**src/rtl/elevator_motion_controller.sv**
```systemverilog
// SCAN-scheduled elevator car controller: latches calls, steps the one-hot floor on a travel timer, dwells with the door open.
// Optional ELEVATOR_DOOR_HOLD_EN adds a doorHold input that keeps the door open while asserted.
module elevator_motion_controller #(
  parameter int NUM_FLOORS    = 6,
  parameter int TRAVEL_CYCLES = 50,
  parameter int DOOR_CYCLES   = 100
) (
  input  logic                  Clock,
  input  logic                  Reset,
  input  logic [NUM_FLOORS-1:0] call,
  input  logic                  estop,
`ifdef ELEVATOR_DOOR_HOLD_EN
  input  logic                  doorHold,
`endif
  output logic [NUM_FLOORS-1:0] currentFloor,
  output logic [NUM_FLOORS-1:0] pending,
  output logic                  Up,
  output logic                  Down,
  output logic                  moving,
  output logic                  doorOpen,
  output logic [NUM_FLOORS-1:0] served
);

  localparam int MAX_CYCLES = (TRAVEL_CYCLES > DOOR_CYCLES) ? TRAVEL_CYCLES : DOOR_CYCLES;
  localparam int CW = (MAX_CYCLES > 1) ? $clog2(MAX_CYCLES) : 1;
  localparam logic [CW-1:0] TRAVEL_LOAD = CW'(TRAVEL_CYCLES - 1);
  localparam logic [CW-1:0] DOOR_LOAD   = CW'(DOOR_CYCLES - 1);

  typedef enum logic [1:0] {IDLE, MOVE, DOOR_OPEN} state_t;

  state_t                state, stateNext;
  logic [CW-1:0]         cnt, cntNext;
  logic [NUM_FLOORS-1:0] floorNext, pendingNext, servedNext, clearMask, latchMask;
  logic [NUM_FLOORS-1:0] floorBelow, floorAbove, aheadCalls, behindCalls, stepFloor;
  logic                  upNext, movingNext, doorOpenNext, callHere, holdReq, atEnd;

`ifdef ELEVATOR_DOOR_HOLD_EN
  assign holdReq = doorHold;
`else
  assign holdReq = 1'b0;
`endif

  assign Down = ~Up;

  // Subtracting one from a one-hot position yields every floor strictly below it
  assign floorBelow  = currentFloor - NUM_FLOORS'(1);
  assign floorAbove  = ~(floorBelow | currentFloor);
  assign aheadCalls  = Up ? (pending & floorAbove) : (pending & floorBelow);
  assign behindCalls = Up ? (pending & floorBelow) : (pending & floorAbove);
  assign callHere    = |(call & currentFloor);
  assign atEnd       = Up ? currentFloor[NUM_FLOORS-1] : currentFloor[0];
  assign stepFloor   = atEnd ? currentFloor :
                       (Up ? {currentFloor[NUM_FLOORS-2:0], 1'b0}
                           : {1'b0, currentFloor[NUM_FLOORS-1:1]});

  always_ff @(posedge Clock) begin
    if (Reset) begin
      state        <= IDLE;
      cnt          <= '0;
      currentFloor <= NUM_FLOORS'(1);
      pending      <= '0;
      Up           <= 1'b1;
      moving       <= 1'b0;
      doorOpen     <= 1'b0;
      served       <= '0;
    end else begin
      state        <= stateNext;
      cnt          <= cntNext;
      currentFloor <= floorNext;
      pending      <= pendingNext;
      Up           <= upNext;
      moving       <= movingNext;
      doorOpen     <= doorOpenNext;
      served       <= servedNext;
    end
  end

  always_comb begin
    stateNext  = state;
    cntNext    = cnt;
    floorNext  = currentFloor;
    upNext     = Up;
    servedNext = '0;
    clearMask  = '0;
    latchMask  = (state == MOVE) ? call : (call & ~currentFloor);

    if (!estop) begin
      unique case (state)
        IDLE: begin
          if (callHere) begin
            stateNext  = DOOR_OPEN;
            cntNext    = DOOR_LOAD;
            servedNext = currentFloor;
          end else if (|aheadCalls) begin
            stateNext = MOVE;
            cntNext   = TRAVEL_LOAD;
          end else if (|behindCalls) begin
            upNext    = ~Up;
            stateNext = MOVE;
            cntNext   = TRAVEL_LOAD;
          end
        end
        MOVE: begin
          if (cnt != '0) begin
            cntNext = cnt - CW'(1);
          end else if (!(|aheadCalls) || atEnd) begin
            stateNext = IDLE;
          end else begin
            floorNext = stepFloor;
            // A call landing on the arrival edge is served rather than latched
            if (|((pending | call) & stepFloor)) begin
              clearMask  = stepFloor;
              servedNext = stepFloor;
              stateNext  = DOOR_OPEN;
              cntNext    = DOOR_LOAD;
            end else begin
              cntNext = TRAVEL_LOAD;
            end
          end
        end
        DOOR_OPEN: begin
          if (callHere || holdReq) begin
            cntNext = DOOR_LOAD;
            if (callHere) servedNext = currentFloor;
          end else if (cnt == '0) begin
            stateNext = IDLE;
          end else begin
            cntNext = cnt - CW'(1);
          end
        end
        default: stateNext = IDLE;
      endcase
    end

    if (floorNext[0])            upNext = 1'b1;
    if (floorNext[NUM_FLOORS-1]) upNext = 1'b0;

    pendingNext  = (pending | latchMask) & ~clearMask;
    movingNext   = (stateNext == MOVE) && !estop;
    doorOpenNext = (stateNext == DOOR_OPEN);
  end

endmodule

```
**config.mk**
```make
export PLATFORM = sky130hd
export DESIGN_NAME = elevator_motion_controller
export DESIGN_NICKNAME = d
export VERILOG_FILES = /design/src/rtl/elevator_motion_controller.sv
export SDC_FILE = /design/constraint.sdc
export NUM_CORES = 1
export LEC_CHECK = 0
export CAP_MARGIN = 20
export CORE_MARGIN = 3
export CORE_UTILIZATION = 30
export CTS_CLUSTER_SIZE = 16
export DETAILED_ROUTE_END_ITERATION = 12
export GPL_ROUTABILITY_DRIVEN = 0
export PLACE_DENSITY = 0.6
export SYNTH_ARGS = -nofsm -noshare
export SYNTH_HDL_FRONTEND = slang
export SYNTH_SLANG_ARGS = --single-unit
```
**constraint.sdc**
```tcl
create_clock -name Clock -period 3.41 [get_ports Clock]
set_clock_uncertainty 0.1 [all_clocks]
set_input_delay 0.8525 -clock Clock [delete_from_list [all_inputs] [get_ports Clock]]
set_output_delay 0.8525 -clock Clock [all_outputs]
set_load 0.05 [all_outputs]
```
==> results list, run 1 <==
- A synthesized cell averages around 8.9 µm².
* Relative slew slack: between 60% and 70%
* Vias post-DR: 2233
* Instance count on the critical path: 10
* CTS tree: built
* Dominant cell type by area after synthesis: sky130_fd_sc_hd__dfxtp_1
- Setup violations remaining at the end of the flow were counted as 0.
- In this run the worst hold path is classified as register to register.
- The critical path is of the register to register type.
* Number of distinct library cell variants in the gate-level netlist after synthesis: 69
- The first global-routing pass estimated 10900 µm of wire.
* Number of warnings printed during yosys synthesis: 0
- Most used standard cells in the synthesized netlist: 30 x sky130_fd_sc_hd__dfxtp_1, 27 x sky130_fd_sc_hd__nand2_1, 24 x sky130_fd_sc_hd__nor2_1
- Post-synth design cell area: 0.00242 mm²
- Clock Pin Slew Worst Setup and Hold Paths: 0.07 ns
* Hold buffers post-CTS: 0
* Insertion delay of the later-clocked pin in the worst-skew pair: 0.29 ns
- Worst-case vdd ir drop: 175 µV
* GR Util All Layers: 15.1%
- Cell depth of the worst flop-to-flop path: 10
* Number of remaining DRC errors: 0
- For this run, the leading register cell type out of synthesis is sky130_fd_sc_hd__dfxtp_1.
- The worst register-to-register path begins at currentFloor[1].
* Grt total ovfl: 0
* Number of global-route vias before repair: 2131
- Data on the critical path is required at its endpoint by 3.47 ns.
- In the final timing run, aggregate negative setup slack is 0 ns.
* Cell count after synthesis: 272
* Initial antenna violation count: 0
- In this run the post-CTS setup repair buffer count came out at 0.
- Yosys attributes the largest share of cell area to sky130_fd_sc_hd__dfxtp_1 25%, sky130_fd_sc_hd__ha_1 6.7%, sky130_fd_sc_hd__a22oi_4 4.4%.
- Counting flops and latches in the post-synthesis netlist gives 30.
- The number of max-slew violations in the final report was 0.
- The worst setup path is launched from a register.
- Initial core utilization: between 30% and 40%
- Setup repair after global routing missed its margin: false
- Maximum buffer depth of the clock tree: 2
* Setup crit end: pending[2]
* Critical path peak fanout: 8
- Register area share after synthesis: 24.9%
* Synthesized Nets: 294
* Top-area cell type share of the netlist area: between 20% and 30%
- DP Wirelength: 5050 µm
- At the pin with the least slew margin, the transition time is 0.508 ns.
- From bottom edge to top edge, the die measures 95.7 µm.
- Average detailed-routed wire length per instance: 16.0 µm
* Critical Path Start: currentFloor[1]
- Using the TritonRoute via totals, the vias-per-cell ratio works out to roughly 5.5.
* TritonCTS Sinks: 30
- CP cell instances: inv_1 -> ha_1 -> nand2_1 -> ha_1 -> nand2_1 -> and3_2 -> a211oi_4 -> or2_1 -> and3_1 -> a211oi_2
- RR Endpoint: pending[2]
- P&R area growth vs syn: 18.8%
- Wire length after detailed routing: around 6500 µm
* Endpoint arrival time on the critical path: between 3 and 4 ns
- For this design the ratio of total power to cell area is 366 mW/mm².
* Floorplan die width: between 90 and 100 µm
- After floorplanning, the core was sized to cover between 0.007 and 0.008 mm².
- Timing would allow up to 0.330 GHz.
- The number of hold violations in the final report was 0.
* Buffers & Inverters on Critical Path: 1
- For this run, the post-layout net count is around 320.
- Flop2flop setup slack: 0.38 ns
* Buffers added on ports: 30
* H-tree depth: 2
- DIE AREA: 0.00917 mm²
- For this run, asynchronously set or reset flops after synthesis account for 0%.
* Run status: finished clean
- Once detail routing completed, the nets flagged for antenna violations numbered 0.
* Crit-path slowest cell: sky130_fd_sc_hd__dfxtp_1
- The largest single stage delay on the critical path is between 0.5 and 0.6 ns.
* Leakage power total: 1.10 nW
- STA classifies the critical path endpoint as a register.
- Hold Slack: 0.430 ns
- The number of antenna diodes in the final layout is 0.
- Of the cells placed in the final design, the portion with a size suffix greater than 1 is 19.5%.
* EDFF count, synth: 0
- First DRT Iteration DRCs: approximately 170
* Post-route minimum period: 3.03 ns
- Counting the buffers created by CTS gives 5.
- Largest delay contributor family on the critical path: simple AND/OR/NAND/NOR gates
- Crit share post-route: between 80% and 90%
- Pin count of the biggest net entering global routing: 18
- Max Cap Viol: 0
* Row count: 32
* Root cell of the clock tree: sky130_fd_sc_hd__clkbuf_8
- Post-CTS repair changed the size of 0 cells.
* Initial DRT Pass Iterations: 4
- By instance count, the leading cell after synthesis is sky130_fd_sc_hd__dfxtp_1.
- 31 I/O pins were placed.
[metrics by stage]
| step | instances | worst slack, ns | instance area [µm²] | utilization, % | power [mW] |
|---|---|---|---|---|---|
| after floorplan | 272 | 0.405 | 2420 | - | 0.659 |
| after global placement | 397 | 0.379 | 2780 | 35.7 | 0.749 |
| after detailed placement | 397 | 0.368 | 2780 | 35.7 | 0.750 |
| after CTS | 405 | 0.390 | 2870 | 37.0 | 1.06 |
| after global routing | 405 | 0.208 | 2870 | 37.0 | 1.11 |
| final | 405 | 0.382 | 2870 | 37.0 | 1.05 |
[worst min-delay path by stage]
| stage | from | to | slack [ns] | cells after the start |
|---|---|---|---|---|
| after CTS | cnt[5] | cnt[5] | 0.43 | 2 |
| after global placement | cnt[6] | cnt[6] | 0.41 | 2 |
| after global routing | cnt[6] | cnt[6] | 0.45 | 2 |
| after detailed placement | pending[0] | pending[0] | 0.42 | 2 |
| after floorplan | cnt[6] | cnt[6] | 0.38 | 2 |
| final | cnt[5] | cnt[5] | 0.43 | 2 |
[final cells by class]
| type | count | area (µm²) |
|---|---|---|
| clock inverter | 2 | 12.5 |
| multi-input combinational | 211 | 1630 |
| tap | 102 | 128 |
| inverter | 16 | 60.1 |
| timing repair buffer | 38 | 360 |
| clock buffer | 6 | 82.6 |
| fill | 800 | 4900 |
| sequential | 30 | 601 |
[routing by layer]
metal	wire [µm]	share of wire, %	GRT usage (%)
met3	430	6.6	3.44
met4	97	1.5	4.27
met1	3050	47	21.4
met2	2910	45	22.8
met5	0	0	0
[where the power goes]
part	total (mW)	internal [mW]	switching, mW	leakage (nW)
Combinational	0.346	0.133	0.214	0.806
Clock	0.304	0.162	0.142	0.0472
Sequential	0.401	0.372	0.0286	0.245
[cells in the final DEF (no fill, tap or decap), drive strengths merged, types with 5 or more instances in the layout]
cell type,synthesis,routed
dfxtp,30,30
clkdlybuf4s50,0,30
nand2,28,28
nor2,26,26
inv,15,15
ha,13,13
o21ai,13,13
a21oi,12,12
mux2i,11,11
a211oi,11,11
a22oi,9,9
buf,9,8
or2,8,8
a32oi,6,6
clkbuf,5,6
nor3,6,6
a31oi,5,5
[tightest hold or removal path, delay by kind of cell, from the launching register on]
| family | cells | cell delay, ns |
|---|---|---|
| AND/OR/NAND/NOR | 1 | 0.07 |
| multiplexers | 1 | 0.06 |
| flip-flops | 1 | 0.35 |
[cells by family (layout without fill, tap and decap cells)]
group / count (synthesis) / after routing / synth area share [%]
DFF: 30 / 30 / 24.9
muxes: 12 / 12 / 5.33
AOI/OAI and AO/OA: 87 / 87 / 33.0
adders and majority gates: 13 / 13 / 6.73
and+or+nand+nor: 96 / 96 / 21.2
buffers and inverters: 31 / 62 / 7.82
xor gates and xnor gates: 3 / 3 / 1.09
[sequential cells by signal, indices dropped and copies added (netlist names)]
signal,count
moving,1
cnt,7
state,2
served,6
doorOpen,1
Up,1
pending,6
currentFloor,6
(Power assumes the default switching activity.)
==> run 2: changes to the inputs <==
--- a/config.mk
+++ b/config.mk
@@ -6,12 +6,14 @@
 export NUM_CORES = 1
 export LEC_CHECK = 0
 export CAP_MARGIN = 20
+export CELL_PAD_IN_SITES_DETAIL_PLACEMENT = 1
+export CELL_PAD_IN_SITES_GLOBAL_PLACEMENT = 1
 export CORE_MARGIN = 3
 export CORE_UTILIZATION = 30
 export CTS_CLUSTER_SIZE = 16
 export DETAILED_ROUTE_END_ITERATION = 12
 export GPL_ROUTABILITY_DRIVEN = 0
-export PLACE_DENSITY = 0.6
+export PLACE_DENSITY = 0.71
 export SYNTH_ARGS = -nofsm -noshare
 export SYNTH_HDL_FRONTEND = slang
 export SYNTH_SLANG_ARGS = --single-unit
==> results list, run 2 (synthesized netlist as in run 1, its figures left out) <==
- The number of instances on the worst hold path came to 2 (unchanged).
* Setup repair after global routing missed its margin: false
- The number of max-slew violations in the final report is 0 (unchanged).
* Worst-case vdd ir drop: 147 µV (-16%)
* Via/cell ratio: 5.48 (-0.54%)
* Max reg flops: 7 (unchanged)
- Floorplan die width: 95.7 µm (unchanged)
- Fmax: 0.322 GHz (-2.5%)
- Initial antenna violation count: 0 (unchanged)
- The placed instance count came to 399 (+0.50%).
* DIE AREA: 0.00917 mm² (unchanged)
* Register Area: 601 µm² (unchanged)
* Setup slack of the critical path after layout: 0.305 ns (-0.0768 ns)
- Root cell of the clock tree: sky130_fd_sc_hd__clkbuf_8
- The post-place instance area was 0.00279 mm² (+0.54%).
- The global router's overall resource usage was 17.9% (+2.8 points).
- DP Wirelength: 5900 µm (+17%)
- More flip-flops sit in one register than any other, and that register is cnt.
* Row count: 32 (unchanged)
- H-tree depth: 2 (unchanged)
- The number of buffers added on ports came to 30 (unchanged).
* Maximum buffer depth of the clock tree: 2 (unchanged)
- The number of clock buffers inserted by TritonCTS is 5 (unchanged).
- Total Power: 1.21 mW (+15%)
- The register-to-register setup slack was 0.31 ns (-0.08 ns).
- The number of placed I/O pins was 31 (unchanged).
- Category of the worst setup path launch point: register
- The chip height was 95.7 µm (unchanged).
- The count of TritonRoute iterations in the first routing pass is 4 (unchanged).
- Commonest cells after routing, fill and taps aside: 30 x sky130_fd_sc_hd__dfxtp_1, 30 x sky130_fd_sc_hd__clkdlybuf4s50_1, 27 x sky130_fd_sc_hd__nand2_1
* Cell area after layout: 0.00293 mm² (+2.2%)
- Initial core utilization: 31.1% (unchanged)
- Final core occ: 37.8% (+0.81 points)
- Data required time at the worst endpoint: 3.46 ns (about the same)
- The fraction of layout cells with a size suffix above 1 was 20.0% (+0.53 points).
- Diode count: 0 (unchanged)
- Number of endpoints failing setup at the final stage: 0 (unchanged)
- The number of global-route vias before repair was 2277 (+6.9%).
* Crit Path Category: register to register
- Slew of the pin with the lowest slew margin: 0.513 ns (+0.00419 ns)
* Type of the most critical hold path: register to register
- Post-CTS Setup Bufs: 0 (unchanged)
* Combined area of the multi-input logic cells: 0.00163 mm² (unchanged)
- Relative slew slack: 65.5% (-0.53 points)
* Resize count post-CTS: 0 (unchanged)
- The clock-pin transition on the worst setup and hold timing paths was 0.08 ns (about the same).
* Endpoint arrival time on the critical path: 3.16 ns (+0.08 ns)
- Fin cells: 407 (+0.49%)
- The path with the worst hold slack has its endpoint at cnt[6].
- Core region area: 0.00777 mm² (unchanged)
* Max Cap Viol: 0 (unchanged)
- The detailed-route wire length is 7620 µm (+17%).
* Insertion delay of the later-clocked pin in the worst-skew pair: 0.29 ns (about the same)
- The number of vias in the routed layout is 2232 (-0.045%).
- The total grt overflow was 0 (unchanged).
- The worst hold slack is 0.418 ns (-0.0117 ns).
* Number of nets in the final layout: 326 (+0.62%)
* Average detailed-routed wire length per instance: 18.7 µm (+17%)
- In this run the critical register-to-register path is captured at pending[4].
- The startpoint identified for the worst register-to-register timing path is currentFloor[1].
* Pin count of the biggest net entering global routing: 16 (-2)
* Crit share post-route: 91.0% (+2.3 points)
- The worst slack at placement is 0.275 ns (-0.0930 ns).
* PwrDens: 414 mW/mm² (+13%)
- The hold-fix buffer count after cts was 0 (unchanged).
- The final sum of negative setup slack was 0 ns (unchanged).
- Crit. End Element: register
* Global-route wire length before repair: 12400 µm (+14%)
- Run status: finished clean
- Critical path peak fanout: 8 (unchanged)
- The total leakage power is 1.13 nW (+3.0%).
* Critical hold path startpoint: cnt[6]
* Post-detailed-route count of antenna-violating nets: 0 (unchanged)
- The number of cells on the worst reg-to-reg path is 10 (unchanged).
- The number of DRC violations after detailed-routing iteration 0 is 140 (-19%).
* TritonCTS Sinks: 30 (unchanged)
* Final-layout fill cell count: 922 (+15%)
* Hold Vio Cnt, Final: 0 (unchanged)
* Post-route minimum period: 3.10 ns (+0.0768 ns)
* Number of remaining DRC errors: 0 (unchanged)
- CTS tree: built
- Compared with the post-synthesis result, the final layout area differs by 21.4%.
[run 2: worst max-delay path by stage]
stage | slack (ns) | startpoint | to
finish | 0.31 | currentFloor[1] | pending[4]
global route | 0.15 | currentFloor[1] | Up
CTS | 0.33 | currentFloor[1] | pending[3]
detailed placement | 0.28 | call[0] | moving
global placement | 0.36 | call[0] | moving
floorplan | 0.41 | currentFloor[0] | Up
[run 2: cell type report]
cell class	instances	area share, %
Clock inverter	2	2.05
Sequential cell	30	20.5
Clock buffer	6	2.82
Timing Repair Buffer	40	12.8
Multi-Input combinational cell	211	55.5
Inverter	16	2.05
Tap cell	102	4.35
[run 2: metal layers]
layer | track usage (%) | part of all wire [%] | vias up
met2 | 28.4 | 47 | 36
met1 | 24.4 | 49 | 1111
met5 | 0 | 0 | -
met4 | 6.16 | 1.6 | 0
li1 | - | - | 1075
met3 | 2.97 | 2.8 | 10
[run 2: worst max-delay path: stages (launching register included)]
cell	delay, ns
sky130_fd_sc_hd__dfxtp_1	0.61
sky130_fd_sc_hd__inv_1	0.24
sky130_fd_sc_hd__ha_1	0.25
sky130_fd_sc_hd__nand2_1	0.06
sky130_fd_sc_hd__ha_1	0.11
sky130_fd_sc_hd__nand2_1	0.05
sky130_fd_sc_hd__and3_2	0.25
sky130_fd_sc_hd__a211oi_4	0.36
sky130_fd_sc_hd__or2_1	0.31
sky130_fd_sc_hd__and3_1	0.49
sky130_fd_sc_hd__a211oi_2	0.12
[run 2: power breakdown]
part	switching, mW	total, mW	internal (mW)
sequential	0.0309	0.403	0.372
combinational	0.220	0.353	0.133
clock	0.146	0.457	0.312
total	0.397	1.21	0.817
